<file path="src/rtl/gen_reg_wb_queue_if.sv">
// Bus bundle between the execute/memory stages, the writeback queue and the register-file write port.
// Handshakes: in_* completes on a rising edge with in_valid && in_ready; wr_* retires on a rising edge with wr_en && !wr_stall.
interface gen_reg_wb_queue_if #(
    parameter int DATA_W = 20,
    parameter int ADDR_W = 10
);
    logic              in_valid;
    logic              in_ready;
    logic [2:0]        in_reg;
    logic [1:0]        in_sel;
    logic [DATA_W-1:0] in_data;
    logic              wr_en;
    logic [ADDR_W-1:0] wr_addr;
    logic [1:0]        wr_sel;
    logic [DATA_W-1:0] wr_data;
    logic              wr_stall;

    modport master (
        output in_valid, in_reg, in_sel, in_data, wr_stall,
        input  in_ready, wr_en, wr_addr, wr_sel, wr_data
    );

    modport slave (
        input  in_valid, in_reg, in_sel, in_data, wr_stall,
        output in_ready, wr_en, wr_addr, wr_sel, wr_data
    );
endinterface

</file>
<file path="src/rtl/gen_reg_wb_queue.sv">
// In-order writeback FIFO in front of the general register file, with flush/drain FSM.
// Define GEN_REG_WB_FWD_EN to build the youngest-first forwarding lookup; otherwise lk_* outputs are 0.
module gen_reg_wb_queue #(
    parameter int DATA_W = 20,
    parameter int NREG   = 6,
    parameter int DEPTH  = 4,
    parameter int ADDR_W = 10
) (
    input  logic              clk,
    input  logic              rst,
    gen_reg_wb_queue_if.slave bus,
    input  logic              flush,
    output logic              flush_done,
    output logic              err,
    output logic [2:0]        count,
    input  logic [2:0]        lk_reg,
    output logic              lk_hit,
    output logic              lk_partial,
    output logic [DATA_W-1:0] lk_data,
    output logic [1:0]        dbg_state
);
    localparam int PTR_W = $clog2(DEPTH);

    localparam logic [1:0] ST_RUN   = 2'b00;
    localparam logic [1:0] ST_DRAIN = 2'b01;
    localparam logic [1:0] ST_DONE  = 2'b10;

    localparam logic [2:0] DEPTH_C = 3'(DEPTH);
    localparam logic [2:0] NREG_C  = 3'(NREG);

    logic [2:0]        reg_q  [DEPTH];
    logic [1:0]        sel_q  [DEPTH];
    logic [DATA_W-1:0] data_q [DEPTH];

    logic [PTR_W-1:0] wr_ptr;
    logic [PTR_W-1:0] rd_ptr;
    logic [1:0]       state;
    logic             err_q;

    logic push;
    logic legal;
    logic enq;
    logic pop;
    logic nonempty;

    assign nonempty     = (count != 3'd0);
    assign bus.in_ready = (count < DEPTH_C) && (state == ST_RUN);
    assign push         = bus.in_valid && bus.in_ready;
    assign legal        = (bus.in_reg < NREG_C) && (bus.in_sel != 2'b11);
    assign enq          = push && legal;
    assign pop          = nonempty && !bus.wr_stall;

    // Head fields are only exposed while something is queued, so an empty queue drives zeros.
    assign bus.wr_en   = nonempty;
    assign bus.wr_addr = nonempty ? {{(ADDR_W-3){1'b0}}, reg_q[rd_ptr]} : '0;
    assign bus.wr_sel  = nonempty ? sel_q[rd_ptr] : 2'b00;
    assign bus.wr_data = nonempty ? data_q[rd_ptr] : '0;

    assign err        = err_q;
    assign flush_done = (state == ST_DONE);
    assign dbg_state  = state;

    always_ff @(posedge clk) begin
        if (enq) begin
            reg_q[wr_ptr]  <= bus.in_reg;
            sel_q[wr_ptr]  <= bus.in_sel;
            data_q[wr_ptr] <= bus.in_data;
        end
    end

    always_ff @(posedge clk or posedge rst) begin
        if (rst) begin
            wr_ptr <= '0;
            rd_ptr <= '0;
            count  <= 3'd0;
            err_q  <= 1'b0;
        end else begin
            err_q <= push && !legal;
            if (enq) wr_ptr <= wr_ptr + 1'b1;
            if (pop) rd_ptr <= rd_ptr + 1'b1;
            if (enq && !pop)      count <= count + 3'd1;
            else if (!enq && pop) count <= count - 3'd1;
        end
    end

    // A flush seen in DRAIN or DONE is ignored; DRAIN checks emptiness in the current cycle.
    always_ff @(posedge clk or posedge rst) begin
        if (rst) begin
            state <= ST_RUN;
        end else begin
            case (state)
                ST_RUN:   if (flush) state <= ST_DRAIN;
                ST_DRAIN: if (!nonempty) state <= ST_DONE;
                ST_DONE:  state <= ST_RUN;
                default:  state <= ST_RUN;
            endcase
        end
    end

`ifdef GEN_REG_WB_FWD_EN
    logic [PTR_W-1:0] lk_idx;

    // Walk oldest to youngest so the youngest matching entry is the last one written.
    always_comb begin
        lk_hit     = 1'b0;
        lk_partial = 1'b0;
        lk_data    = '0;
        lk_idx     = '0;
        for (int k = 0; k < DEPTH; k++) begin
            lk_idx = rd_ptr + PTR_W'(k);
            if ((3'(k) < count) && (reg_q[lk_idx] == lk_reg)) begin
                lk_hit     = (sel_q[lk_idx] == 2'b00);
                lk_partial = (sel_q[lk_idx] != 2'b00);
                lk_data    = (sel_q[lk_idx] == 2'b00) ? data_q[lk_idx] : '0;
            end
        end
    end
`else
    logic unused_lk;
    assign unused_lk  = ^lk_reg;
    assign lk_hit     = 1'b0;
    assign lk_partial = 1'b0;
    assign lk_data    = '0;
`endif
endmodule
</file>
<file path="src/flat_wrapper.sv">
// flat-port wrapper written by rule: the top's interface ports become plain ports
module gen_reg_wb_queue_flat 
#(
    parameter int DATA_W = 20,
    parameter int NREG   = 6,
    parameter int DEPTH  = 4,
    parameter int ADDR_W = 10
)
  (clk, rst, flush, flush_done, err, count, lk_reg, lk_hit, lk_partial, lk_data, dbg_state, bus_in_valid, bus_in_reg, bus_in_sel, bus_in_data, bus_wr_stall, bus_in_ready, bus_wr_en, bus_wr_addr, bus_wr_sel, bus_wr_data);
  gen_reg_wb_queue_if #(.DATA_W(DATA_W), .ADDR_W(ADDR_W)) bus_i ();
  input  logic clk;
  input  logic rst;
  input  logic flush;
  output logic flush_done;
  output logic err;
  output logic [2:0] count;
  input  logic [2:0] lk_reg;
  output logic lk_hit;
  output logic lk_partial;
  output logic [DATA_W-1:0] lk_data;
  output logic [1:0] dbg_state;
  input wire logic [$bits(bus_i.in_valid)-1:0] bus_in_valid;
  input wire logic [$bits(bus_i.in_reg)-1:0] bus_in_reg;
  input wire logic [$bits(bus_i.in_sel)-1:0] bus_in_sel;
  input wire logic [$bits(bus_i.in_data)-1:0] bus_in_data;
  input wire logic [$bits(bus_i.wr_stall)-1:0] bus_wr_stall;
  output wire logic [$bits(bus_i.in_ready)-1:0] bus_in_ready;
  output wire logic [$bits(bus_i.wr_en)-1:0] bus_wr_en;
  output wire logic [$bits(bus_i.wr_addr)-1:0] bus_wr_addr;
  output wire logic [$bits(bus_i.wr_sel)-1:0] bus_wr_sel;
  output wire logic [$bits(bus_i.wr_data)-1:0] bus_wr_data;
  assign bus_i.in_valid = bus_in_valid;
  assign bus_i.in_reg = bus_in_reg;
  assign bus_i.in_sel = bus_in_sel;
  assign bus_i.in_data = bus_in_data;
  assign bus_i.wr_stall = bus_wr_stall;
  assign bus_in_ready = bus_i.in_ready;
  assign bus_wr_en = bus_i.wr_en;
  assign bus_wr_addr = bus_i.wr_addr;
  assign bus_wr_sel = bus_i.wr_sel;
  assign bus_wr_data = bus_i.wr_data;
  gen_reg_wb_queue #(.DATA_W(DATA_W), .NREG(NREG), .DEPTH(DEPTH), .ADDR_W(ADDR_W)) u_core (.clk(clk), .rst(rst), .bus(bus_i), .flush(flush), .flush_done(flush_done), .err(err), .count(count), .lk_reg(lk_reg), .lk_hit(lk_hit), .lk_partial(lk_partial), .lk_data(lk_data), .dbg_state(dbg_state));
endmodule
</file>
<file path="config.mk">
export PLATFORM = sky130hd
export DESIGN_NAME = gen_reg_wb_queue_flat
export DESIGN_NICKNAME = d
export VERILOG_FILES = /design/src/rtl/gen_reg_wb_queue_if.sv /design/src/rtl/gen_reg_wb_queue.sv /design/src/flat_wrapper.sv
export SDC_FILE = /design/constraint.sdc
export NUM_CORES = 1
export LEC_CHECK = 0
export BUFFER_PORTS_ARGS = -buffer_cell sky130_fd_sc_hd__buf_2
export CAP_MARGIN = 20
export CORE_MARGIN = 5
export CORE_UTILIZATION = 44
export CTS_BUF_LIST = sky130_fd_sc_hd__clkbuf_16
export DETAILED_ROUTE_END_ITERATION = 8
export PLACE_DENSITY = 0.73
export REMOVE_ABC_BUFFERS = 1
export SYNTH_ARGS = -nofsm -noshare
export SYNTH_HDL_FRONTEND = slang
export SYNTH_SLANG_ARGS = --single-unit
</file>
<file path="constraint.sdc">
create_clock -name clk -period 2.78 [get_ports clk]
set_clock_uncertainty 0.05 [all_clocks]
set_input_delay 0 -clock clk [delete_from_list [all_inputs] [get_ports clk]]
set_output_delay 0 -clock clk [all_outputs]
set_load 0.005 [all_outputs]
</file>
== Word-level counts from Yosys, hierarchy flattened ==
Memory sizes are Yosys's and may differ from the RTL's.
Index checks and enable logic that the tools add are counted.

* Input port bits: 33
* RAM bits: 100
* Memories kept: 3
* Logic and storage cells: 45
* Register bits: 10
* Output and inout port bits: 63

* Magnitude comparators: 2
* Mux-type cells: 10
* Eq/ne operators: 5
* Reduce and logical (&&, ||, !) cells: 16
* $add $sub $neg: 4

{| class="wikitable"
|+ Memories
! name !! depth !! width !! read ports !! clocked after memory_dff !! wr ports !! line !! text
|-
| u_core.data_q || 4 || 20 || 1 || 0 || 1 || gen_reg_wb_queue.sv:33 || <nowiki>logic [DATA_W-1:0] data_q [DEPTH];</nowiki>
|-
| u_core.reg_q || 4 || 3 || 1 || 0 || 1 || gen_reg_wb_queue.sv:31 || <nowiki>logic [2:0] reg_q [DEPTH];</nowiki>
|-
| u_core.sel_q || 4 || 2 || 1 || 0 || 1 || gen_reg_wb_queue.sv:32 || <nowiki>logic [1:0] sel_q [DEPTH];</nowiki>
|}

{| class="wikitable"
|+ Operators with widths
! cell !! count
|-
| two-way mux 20 bit || 1
|-
| two-way mux 3 bit || 3
|-
| logical AND 1 bit || 8
|-
| less-than comparator 3 bit (second input constant) || 2
|-
| two-way mux 2 bit || 3
|-
| != test 2 bit (second input constant) || 3
|-
| adder 2 x 1 -> 2 bit (second input constant) || 2
|-
| zero test 1 bit || 4
|-
| one-hot mux 2 bit (2 select lines) || 1
|-
| adder 3 x 1 -> 3 bit (second input constant) || 1
|-
| nonzero test 3 bit || 1
|-
| subtractor 3 x 1 -> 3 bit (second input constant) || 1
|-
| == test 2 x 1 -> 1 bit (second input constant) || 1
|-
| == test 2 bit (second input constant) || 1
|-
| zero test 2 bit || 1
|-
| two-way mux 1 bit || 2
|-
| AND reduction 2 bit || 1
|-
| nonzero test 2 bit || 1
|}

== Logic depth before layout (Yosys ltp) ==
Gate-level depths: netlist of the first run.

* Depth after elaboration: 8
* Gate-level depth with buffers: 9
* Gate-level depth less buffers: 9

== Worst setup path before layout of the first run ==
Ideal clock, no wire load.

* Path type: register to register
* Start: register u_core.state[0] (netlist: u_core.dbg_state[0])
* End: memory u_core.data_q[0][0] (enable)
* Cell stages (with the launch flop): 5
* Setup time: 0.384 ns
* Arrival: 1.644 ns
* Slack: 0.702 ns
* Cells stage by stage: dfrtp_1 -> nor3_2 -> and3_1 -> buf_2 -> and2_1

* Longest elaborated chain between the ends: 6

{| class="wikitable"
|+ Ends and longest elaborated chain
! item !! line !! text
|-
| start, declared || gen_reg_wb_queue.sv:37 || <nowiki>logic [1:0] state;</nowiki>
|-
| start signal, assigned || gen_reg_wb_queue.sv:89 || <nowiki>state <= ST_RUN;</nowiki>
|-
| start signal, assigned || gen_reg_wb_queue.sv:92 || <nowiki>ST_RUN: if (flush) state <= ST_DRAIN;</nowiki>
|-
| start signal, assigned || gen_reg_wb_queue.sv:93 || <nowiki>ST_DRAIN: if (!nonempty) state <= ST_DONE;</nowiki>
|-
| zero test 2 bit || gen_reg_wb_queue.sv:47 || <nowiki>assign bus.in_ready = (count < DEPTH_C) && (state == ST_RUN);</nowiki>
|-
| logical AND 1 bit || gen_reg_wb_queue.sv:47 ||
|-
| via bus_in_ready || flat_wrapper.sv:27 || <nowiki>output wire logic [$bits(bus_i.in_ready)-1:0] bus_in_ready;</nowiki>
|-
| logical AND 1 bit || gen_reg_wb_queue.sv:48 || <nowiki>assign push = bus.in_valid && bus.in_ready;</nowiki>
|-
| logical AND 1 bit || gen_reg_wb_queue.sv:50 || <nowiki>assign enq = push && legal;</nowiki>
|-
| via u_core.enq || gen_reg_wb_queue.sv:42 || <nowiki>logic enq;</nowiki>
|-
| two-way mux 1 bit || gen_reg_wb_queue.sv:64 || <nowiki>if (enq) begin</nowiki>
|-
| two-way mux 1 bit (not written as such) || gen_reg_wb_queue.sv:67 || <nowiki>data_q[wr_ptr] <= bus.in_data;</nowiki>
|-
| end, declared || gen_reg_wb_queue.sv:33 ||
|}

The timed path passes the listed nets, and every way through them passes these cells.

== Worst setup path after layout of the first run ==
* Start: register u_core.state[0] (netlist: u_core.dbg_state[0])
* End: register u_core.count[2]

* Longest elaborated chain between the ends: 7
* Elaborated cells between the ends (all ways): 9
* Those cells by class: 1 x mux; 8 x reduce/logical

{| class="wikitable"
|+ Ends and longest elaborated chain
! item !! line !! text
|-
| zero test 2 bit (*) || gen_reg_wb_queue.sv:47 ||
|-
| logical AND 1 bit (*) || gen_reg_wb_queue.sv:47 ||
|-
| logical AND 1 bit (*) || gen_reg_wb_queue.sv:48 ||
|-
| logical AND 1 bit (*) || gen_reg_wb_queue.sv:50 ||
|-
| zero test 1 bit || gen_reg_wb_queue.sv:82 || <nowiki>else if (!enq && pop) count <= count - 3'd1;</nowiki>
|-
| logical AND 1 bit || gen_reg_wb_queue.sv:82 ||
|-
| nonzero test 2 bit (no line) || n/a ||
|-
| end signal, assigned || gen_reg_wb_queue.sv:81 || <nowiki>if (enq && !pop) count <= count + 3'd1;</nowiki>
|-
| end signal, assigned || gen_reg_wb_queue.sv:82 ||
|-
| end, declared || gen_reg_wb_queue.sv:15 || <nowiki>output logic [2:0] count,</nowiki>
|}

Every way passes the cells marked *; elsewhere a longest branch is shown, timed or not.
A chain may end at the register's enable or synchronous reset.

==> results of run 1 <==
==> kinds of logic (layout without fill, tap and decap cells) <==
family / after synthesis / count (layout) / share of synthesized area [%]
flops: 110 / 110 / 70.96
buf+inv: 43 / 125 / 6.878
simple gates: 40 / 40 / 5.459
mux: 27 / 27 / 13.35
fa+ha+maj: 6 / 6 / 1.801
xor+xnor: 6 / 6 / 1.146
compound gates: 2 / 2 / 0.3276
other cells: 1 / 29 / 0.08180
==> per-layer routing <==
layer,up-vias,GRT usage (%)
met2,72,23.46
met5,-,0
met4,0,5.529
li1,1045,-
met1,1102,15.30
met3,12,3.450
==> final timing paths <==
path / slack, ns / from / endpoint
worst max-delay path: 0.53 / u_core.dbg_state[0] / u_core.count[2]
worst min-delay path: 0.12 / rst / u_core.wr_ptr[1]
worst max register to register: 0.53 / u_core.dbg_state[0] / u_core.count[2]
worst min register to register: 0.47 / u_core.dbg_state[1] / u_core.dbg_state[0]
max in group asynchronous: 2.27 / rst / u_core.rd_ptr[0]
min in group clk: 0.36 / bus_in_data[16] / u_core.data_q[2][16]
==> state kept, by name, summed over array words and instances (netlist names) <==
register          flops
u_core.data_q        80
u_core.rd_ptr         2
u_core.err            1
u_core.count          3
u_core.wr_ptr         2
u_core.reg_q         12
u_core.dbg_state      2
u_core.sel_q          8
==> layout make-up <==
type / count / area, sq um
clock buffer: 9 / 225.2
multi-input combinational: 110 / 1121
fill: 823 / 4659
tap: 136 / 170.2
inverter: 5 / 18.77
timing repair buffer: 104 / 723.2
sequential: 110 / 3254
clock inverter: 7 / 58.81
==> worst max-delay path, cell delays in order, from the launching register on <==
cell and delay (ns):
dfrtp_1 0.44, nor3_2 0.26, and3_1 0.34, ha_1 0.24, inv_1 0.06, fa_1 0.37, xor2_1 0.15, nor2_1 0.11
xor2_1 0.15
==> where the power goes <==
group | internal, W | switching, W | total (W)
Clock | 0.000685 | 0.000525 | 0.00121
Sequential | 0.00193 | 0.000175 | 0.00211
Combinational | 0.000820 | 0.000564 | 0.00138
Total | 0.00344 | 0.00126 | 0.00470
==> synth_stat cells (all sizes together) <==
library cell and n:
nor2 3, xnor2 3, inv 5, nand2 1, conb 1, and2 29
mux2 2, nor3b 2, nor3 2, and3 1, fa 1, buf 36
mux4 25, edfxtp 100, clkbuf 2, a211oi 1, nand2b 1, nor2b 1
a22oi 1, xor2 3, ha 5, dfrtp 10
==> repair_timing <==
action / 4_1_cts / 5_1_grt
buffers inserted: 0 / 0
hold buffers: 30 / 0
endpoints found under the hold margin: 114 / 0
==> through the flow <==
| step | utilization, % | worst slack [ns] | cell area (sq um) | std cells |
|---|---|---|---|---|
| 3_3_place_gp | 48.75 | 0.6049 | 4987 | 435 |
| 5_1_grt | 54.46 | 0.3748 | 5572 | 481 |
| 2_1_floorplan | - | 0.6084 | 4393 | 225 |
| 4_1_cts | 54.46 | 0.5120 | 5572 | 481 |
| 3_5_place_dp | 48.75 | 0.5303 | 4987 | 435 |
| 6_report | 54.46 | 0.5333 | 5572 | 481 |
==> flow_metrics.env, run 1 <==
export IMPL_root_buffer="clkbuf_16"
export IMPL_period_needed_ns=2.247
export IMPL_drt_met1_wl_mm=3.221
export IMPL_synth_top_cell_area_share_pct=65.50
export IMPL_hold_slack_ns=0.1171
export IMPL_grt_max_degree=28
export IMPL_die_h_um=112.1
export IMPL_yosysTopAreaCell="edfxtp_1"
export IMPL_wl_met3_um=478
export IMPL_yosys_register_bits=110
export IMPL_path_class="flop to flop"
export IMPL_ios=96
export IMPL_cts_sinks=110
export IMPL_ir_drop_mv=0.2859
export IMPL_hpwl_mm=5.305
export IMPL_grt_pass1_wl_mm=12.52
export IMPL_insertedDiodeCount=0
export IMPL_synthTopCellsByArea="edfxtp_1 (66%), mux4_2 (8.8%), dfrtp_1 (5.5%)"
export IMPL_vias=2231
export IMPL_fin_setup_tns_ns=0
export IMPL_first_global_vias=2393
export IMPL_htree_levels=3
export IMPL_slew_viol_final=0
export IMPL_syn_to_final_growth_pct=21.53
export IMPL_maxCapViolations=0
export IMPL_mostFrequentLayoutCells="edfxtp_1 (100), buf_2 (63), dlygate4sd3_1 (30), and2_1 (29), conb_1 (29)"
export IMPL_rows=37
export IMPL_synth_area_per_cell_sq_um=19.51
export IMPL_cts_resized=0
export IMPL_ant_nets=0
export IMPL_clk_latency_ns=0.34
export IMPL_routed_wl_mm=8.053
export IMPL_finalSetupViolations=0
export IMPL_ys_types=27
export IMPL_status="complete, no violations"
export IMPL_total_power_w=0.004700
export IMPL_critPathMaxFanout=7
export IMPL_post_route_drc_count=0
export IMPL_ys_seq_area_share_pct=70.96
export IMPL_highest_layer="met4"
export IMPL_core_sq_mm=0.01023
export IMPL_die_area_sq_mm=0.01256
export IMPL_arrival_ns=2.46
export IMPL_slew_limit_headroom_pct=54.04
export IMPL_nNetsFinal=379
export IMPL_drt_iter0_markers=108
export IMPL_power_leakage_nw=2.094
export IMPL_synth_area_sq_mm=0.004584
export IMPL_worst_pin_slew_ns=0.6893
export IMPL_initial_utilization_pct=44.81
export IMPL_avgRoutedWirePerCell_um=16.74
export IMPL_vias_per_cell=4.638
export IMPL_cts_tree="done"
export IMPL_drive_above_1_share_pct=31.59
export IMPL_rsz0062_at_grt="false"
export IMPL_hp_class="primary input to async pin"
export IMPL_clk_pin_slew_worst_paths_ns=0.06
export IMPL_clock_path_buffers=2
export IMPL_required_ns=2.99
export IMPL_port_buffers=63
export IMPL_max_freq_ghz=0.4451
export IMPL_place_gp_congestion=0.7197
export IMPL_timing_final_hold_violations=0
export IMPL_drt_pass1_iter_count=4
export IMPL_r2r_cells=8
export IMPL_syn_inst=235
export IMPL_crit_path_end_kind="flop"
export IMPL_cp_start_kind="flop"
export IMPL_grt_overflow_total=0
export IMPL_min_period_over_period_pct=80.82
export IMPL_layout_commonest_cell="edfxtp_1"
export IMPL_powerDensity_mw_per_mm2=843.6
export IMPL_wl_met2_mm=4.233
export IMPL_fp_dieW_um=112.1
export IMPL_antenna_found_initial=0
export IMPL_cts_buffers=9
export IMPL_track_usage_pct=13.25
export IMPL_yosysWarningCount=0
No activity file was read; power rests on OpenSTA's default activity.
==> inputs of run 2 (changes only) <==
==> constraint.sdc (replaced) <==
create_clock -name clk -period 2.15 [get_ports clk]
set_clock_uncertainty 0.05 [all_clocks]
set_input_delay 0 -clock clk [delete_from_list [all_inputs] [get_ports clk]]
set_output_delay 0 -clock clk [all_outputs]
set_load 0.005 [all_outputs]
==> flow_metrics.env, run 2 (synthesis results as in run 1) <==
export IMPL_required_ns=2.36
export IMPL_htree_levels=3
export IMPL_cp_top_family="simple AND/OR/NAND/NOR gates"
export IMPL_fill_cells=813
export IMPL_antenna_found_initial=0
export IMPL_status="complete, no violations"
export IMPL_ios=96
export IMPL_grt_overflow_total=0
export IMPL_clock_path_buffers=2
export IMPL_port_buffers=63
export IMPL_fin_ws_ns=0.1382
export IMPL_die_h_um=112.1
export IMPL_post_route_drc_count=0
export IMPL_drt_pass1_iter_count=4
export IMPL_routed_wl_mm=8.173
export IMPL_slew_viol_final=0
export IMPL_path_buf_inv=1
export IMPL_final_cells=487
export IMPL_drt_met1_wl_mm=3.365
export IMPL_wl_met2_mm=4.124
export IMPL_final_cell_area_sq_mm=0.005663
export IMPL_placed_cell_area_sq_mm=0.005030
export IMPL_grt_max_degree=28
export IMPL_path_class="flop to flop"
export IMPL_power_leakage_nw=2.115
export IMPL_regMostFlops="u_core.data_q"
export IMPL_drt_iter0_markers=71
export IMPL_fp_dieW_um=112.1
export IMPL_total_power_w=0.006218
export IMPL_hp_class="primary input to async pin"
export IMPL_rows=37
export IMPL_rsz0062_at_grt="false"
export IMPL_crit_chain="nor3_4, and3_4, ha_2, inv_1, fa_2, xor2_1, nor2_1, xor2_1"
export IMPL_nNetsFinal=385
export IMPL_cts_tree="done"
export IMPL_arrival_ns=2.22
export IMPL_crit_slowest_cell="dfrtp_2"
export IMPL_root_buffer="clkbuf_16"
export IMPL_place_gp_congestion=0.7081
export IMPL_syn_to_final_growth_pct=23.53
export IMPL_vias_per_cell=4.741
export IMPL_largest_register_ffs=80
export IMPL_maxCapViolations=0
export IMPL_multi_input_area_sq_mm=0.001144
export IMPL_critPathMaxFanout=4
export IMPL_finalSetupViolations=0
export IMPL_hpwl_mm=5.301
export IMPL_powerDensity_mw_per_mm2=1098
export IMPL_wl_met3_um=568
export IMPL_insertedDiodeCount=0
export IMPL_core_sq_mm=0.01023
export IMPL_first_global_vias=2408
export IMPL_dp_cells=439
export IMPL_min_period_over_period_pct=93.57
export IMPL_grt_pass1_wl_mm=12.63
export IMPL_post_place_ws_ns=0.06234
export IMPL_max_freq_ghz=0.4971
export IMPL_drive_above_1_share_pct=35.04
export IMPL_cts_sinks=110
export IMPL_cts_buffers=9
export IMPL_ant_nets=0
export IMPL_regArea_sq_mm=0.003258
export IMPL_critPathMostFrequentCell="xor2_1"
export IMPL_period_needed_ns=2.012
export IMPL_slowest_delay_ns=0.47
export IMPL_initial_utilization_pct=44.81
export IMPL_clk_latency_ns=0.34
export IMPL_clk_pin_slew_worst_paths_ns=0.07
export IMPL_reg_top3="u_core.data_q (80), u_core.reg_q (12), u_core.sel_q (8)"
export IMPL_cp_start_kind="flop"
export IMPL_ir_drop_mv=0.4065
export IMPL_timing_final_hold_violations=0
export IMPL_avgRoutedWirePerCell_um=16.78
export IMPL_track_usage_pct=13.16
export IMPL_die_area_sq_mm=0.01256
export IMPL_highest_layer="met4"
export IMPL_mostFrequentLayoutCells="edfxtp_1 (100), buf_2 (63), dlygate4sd3_1 (30), and2_1 (29), conb_1 (29)"
export IMPL_crit_path_end_kind="flop"
export IMPL_vias=2309
export IMPL_layout_commonest_cell="edfxtp_1"
==> run 2: cell types whose count changed in the layout (fill, tap and decap cells not counted), sizes merged <==
cell and change:
inv +2, bufinv -1, clkinvlp -1, buf +6
==> run 2: through the flow <==
stage	setup TNS [ns]	hold WS [ns]	util, %
after floorplan	-0.02156	-0.2098	-
after global placement	0	-0.03622	49.16
after detailed placement	0	-0.03597	49.16
after CTS	0	0.1378	54.95
after global routing	0	0.1678	55.35
final	0	0.1283	55.35
==> run 2: layout make-up <==
class | count | area share [%]
clock inverter | 7 | 1.171
multi-input combinational | 110 | 20.19
inverter | 5 | 0.3314
tap | 136 | 3.005
timing repair buffer | 110 | 13.79
clock buffer | 9 | 3.977
sequential | 110 | 57.53
==> run 2: power breakdown <==
group	switching, W	internal (W)
combinational	0.000849	0.00111
sequential	0.000149	0.00250
clock	0.000791	0.000818
total	0.00179	0.00443
==> run 2: final timing paths <==
kind,end,slack (ns),cells after the start,from
max in group asynchronous,u_core.count[1],1.61,3,rst
max reg2reg,u_core.count[2],0.14,8,u_core.count[2]
min,u_core.wr_ptr[1],0.13,3,rst
min in group clk,u_core.data_q[2][16],0.35,2,bus_in_data[16]
min reg2reg,u_core.dbg_state[0],0.46,1,u_core.dbg_state[1]
max,u_core.count[2],0.14,8,u_core.count[2]
==> run 2: what timing repair did <==
item	4_1_cts	5_1_grt
hold buffers	30	0
endpoints found under the hold margin	114	0
buffers inserted	0	2
setup endpoints to repair	0	2
resized for setup	0	8
==> run 2: worst register-to-register path, cell delays in order, from the launching register on <==
cell	delay, ns
dfrtp_2	0.47
nor3_4	0.21
and3_4	0.21
ha_2	0.18
inv_1	0.05
fa_2	0.33
xor2_1	0.14
nor2_1	0.11
xor2_1	0.18
==> run 2: routing by layer <==
metal	vias up	track usage [%]
met5	-	0
li1	1068	-
met1	1156	15.83
met2	75	22.94
met3	10	3.881
met4	0	4.167
==> inputs of run 3 (changes only) <==
--- a/config.mk
+++ b/config.mk
@@ -9,7 +9,6 @@
 export CAP_MARGIN = 20
 export CORE_MARGIN = 5
 export CORE_UTILIZATION = 44
-export CTS_BUF_LIST = sky130_fd_sc_hd__clkbuf_16
 export DETAILED_ROUTE_END_ITERATION = 8
 export PLACE_DENSITY = 0.73
 export REMOVE_ABC_BUFFERS = 1
==> constraint.sdc (replaced) <==
create_clock -name clk -period 2 [get_ports clk]
set_clock_uncertainty 0.05 [all_clocks]
set_input_delay 0 -clock clk [delete_from_list [all_inputs] [get_ports clk]]
set_output_delay 0 -clock clk [all_outputs]
set_load 0.005 [all_outputs]
==> flow_metrics.env, run 3 (synthesis results as in run 1) <==
export IMPL_die_h_um=112.1
export IMPL_post_place_ws_ns=0.01934
export IMPL_fp_dieW_um=112.1
export IMPL_clk_pin_slew_worst_paths_ns=0.10
export IMPL_regMostFlops="u_core.data_q"
export IMPL_avgRoutedWirePerCell_um=16.01
export IMPL_port_buffers=63
export IMPL_core_sq_mm=0.01023
export IMPL_hp_class="primary input to async pin"
export IMPL_post_route_drc_count=0
export IMPL_largest_register_ffs=80
export IMPL_vias=2284
export IMPL_syn_to_final_growth_pct=22.41
export IMPL_critPathMaxFanout=4
export IMPL_status="complete, no violations"
export IMPL_crit_chain="nor3_2, and3_4, ha_4, inv_1, fa_2, xor2_1, nor2_1, xor2_1"
export IMPL_min_period_over_period_pct=96.68
export IMPL_maxCapViolations=0
export IMPL_drt_pass1_iter_count=4
export IMPL_ir_drop_mv=0.5033
export IMPL_grt_pass1_wl_mm=12.32
export IMPL_cts_tree="done"
export IMPL_hpwl_mm=5.172
export IMPL_period_needed_ns=1.934
export IMPL_fill_cells=819
export IMPL_drive_above_1_share_pct=35.21
export IMPL_powerDensity_mw_per_mm2=1106
export IMPL_track_usage_pct=12.76
export IMPL_htree_levels=3
export IMPL_antenna_found_initial=0
export IMPL_clk_latency_ns=0.35
export IMPL_timing_final_hold_violations=0
export IMPL_critPathMostFrequentCell="xor2_1"
export IMPL_r2r_start="u_core.count[2]"
export IMPL_crit_slowest_cell="dfrtp_1"
export IMPL_initial_utilization_pct=44.81
export IMPL_cp_start_kind="flop"
export IMPL_vias_per_cell=4.652
export IMPL_cts_buffers=9
export IMPL_cts_sinks=110
export IMPL_grt_max_degree=28
export IMPL_slew_viol_final=0
export IMPL_arrival_ns=2.17
export IMPL_required_ns=2.24
export IMPL_place_gp_congestion=0.7169
export IMPL_insertedDiodeCount=0
export IMPL_ios=96
export IMPL_power_leakage_nw=2.095
export IMPL_hold_slack_ns=0.1073
export IMPL_ant_nets=0
export IMPL_die_area_sq_mm=0.01256
export IMPL_crit_path_end_kind="flop"
export IMPL_reg_top3="u_core.data_q (80), u_core.reg_q (12), u_core.sel_q (8)"
export IMPL_path_class="flop to flop"
export IMPL_nNetsFinal=389
export IMPL_rsz0062_at_grt="true"
export IMPL_crit_start="u_core.count[2]"
export IMPL_max_freq_ghz=0.5172
export IMPL_finalSetupViolations=0
export IMPL_clock_path_buffers=2
export IMPL_drt_iter0_markers=75
export IMPL_fin_ws_ns=0.06637
export IMPL_mostFrequentLayoutCells="edfxtp_1 (100), buf_2 (63), dlygate4sd3_1 (30), and2_1 (29), conb_1 (29)"
export IMPL_first_global_vias=2401
export IMPL_routed_wl_mm=7.862
export IMPL_root_buffer="clkbuf_8"
export IMPL_rows=37
export IMPL_slowest_delay_ns=0.43
export IMPL_grt_overflow_total=0
export IMPL_layout_commonest_cell="edfxtp_1"
## run 3: changes by cell type in the layout (fill, tap and decap cells not counted), sizes merged
| cell | delta |
|---|---|
| buf | +4 |
| clkinv | +2 |
| inv | -2 |
## run 3: layout make-up
type	instances	area [sq um]	share of cell area, %
flip-flops and latches	110	3254	57.99
multi-input cells	110	1141	20.33
repair buffers	114	838.3	14.94
well taps	136	170.2	3.032
clock buffers	9	123.9	2.207
clock inverters	7	65.06	1.159
inverters	5	18.77	0.3344
## run 3: per-stage QoR
stage | TNS [ns] | util (%) | instance area (sq um) | total power (W) | instances
floorplan | -7.293 | - | 4393 | 0.004049 | 225
global placement | 0 | 49.58 | 5072 | 0.004928 | 443
detailed placement | 0 | 49.58 | 5072 | 0.004962 | 443
CTS | 0 | 54.51 | 5577 | 0.006290 | 490
global route | -0.05886 | 54.85 | 5612 | 0.006634 | 491
finish | 0 | 54.85 | 5612 | 0.006205 | 491
## run 3: worst paths after layout
kind	endpoint	slack (ns)	cells past startpoint
max	u_core.count[2]	0.07	8
min	u_core.count[1]	0.11	3
max reg2reg	u_core.count[2]	0.07	8
min reg2reg	u_core.dbg_state[0]	0.47	1
max in group asynchronous	u_core.rd_ptr[0]	1.49	3
min in group clk	u_core.data_q[1][16]	0.33	2
## run 3: routing by layer
| layer | track usage (%) | vias to the layer above | part of all wire [%] |
|---|---|---|---|
| met2 | 22.10 | 75 | 51 |
| met3 | 3.342 | 8 | 6.6 |
| met1 | 15.63 | 1132 | 42 |
| met5 | 0 | - | 0 |
| met4 | 4.327 | 0 | 0.99 |
| li1 | - | 1069 | - |
## run 3: power by group
part           internal [W]  leakage [nW]  switching, W
Sequential          0.00268          1.02     0.0000926
Combinational       0.00124         0.979      0.000952
Clock              0.000479        0.0973      0.000755
Total               0.00440          2.10       0.00180
## run 3: what timing repair did
| action | 4_1_cts | 5_1_grt |
|---|---|---|
| endpoints found under the hold margin | 114 | 0 |
| hold buffers | 30 | 0 |
| setup endpoints to repair | 4 | 5 |
| setup buffers | 1 | 1 |
| gates cloned | 0 | 0 |
| pin swaps | 0 | 3 |
| resized for setup | 2 | 6 |
## run 3: critical path, delay by kind of cell (launching register included)
| family | cells | cell delay (ns) |
|---|---|---|
| XOR/XNOR | 2 | 0.29 |
| AND/OR/NAND/NOR | 3 | 0.59 |
| adder cells (fa/ha/maj) | 2 | 0.46 |
| flip-flops | 1 | 0.43 |
| buffers and inverters | 1 | 0.05 |
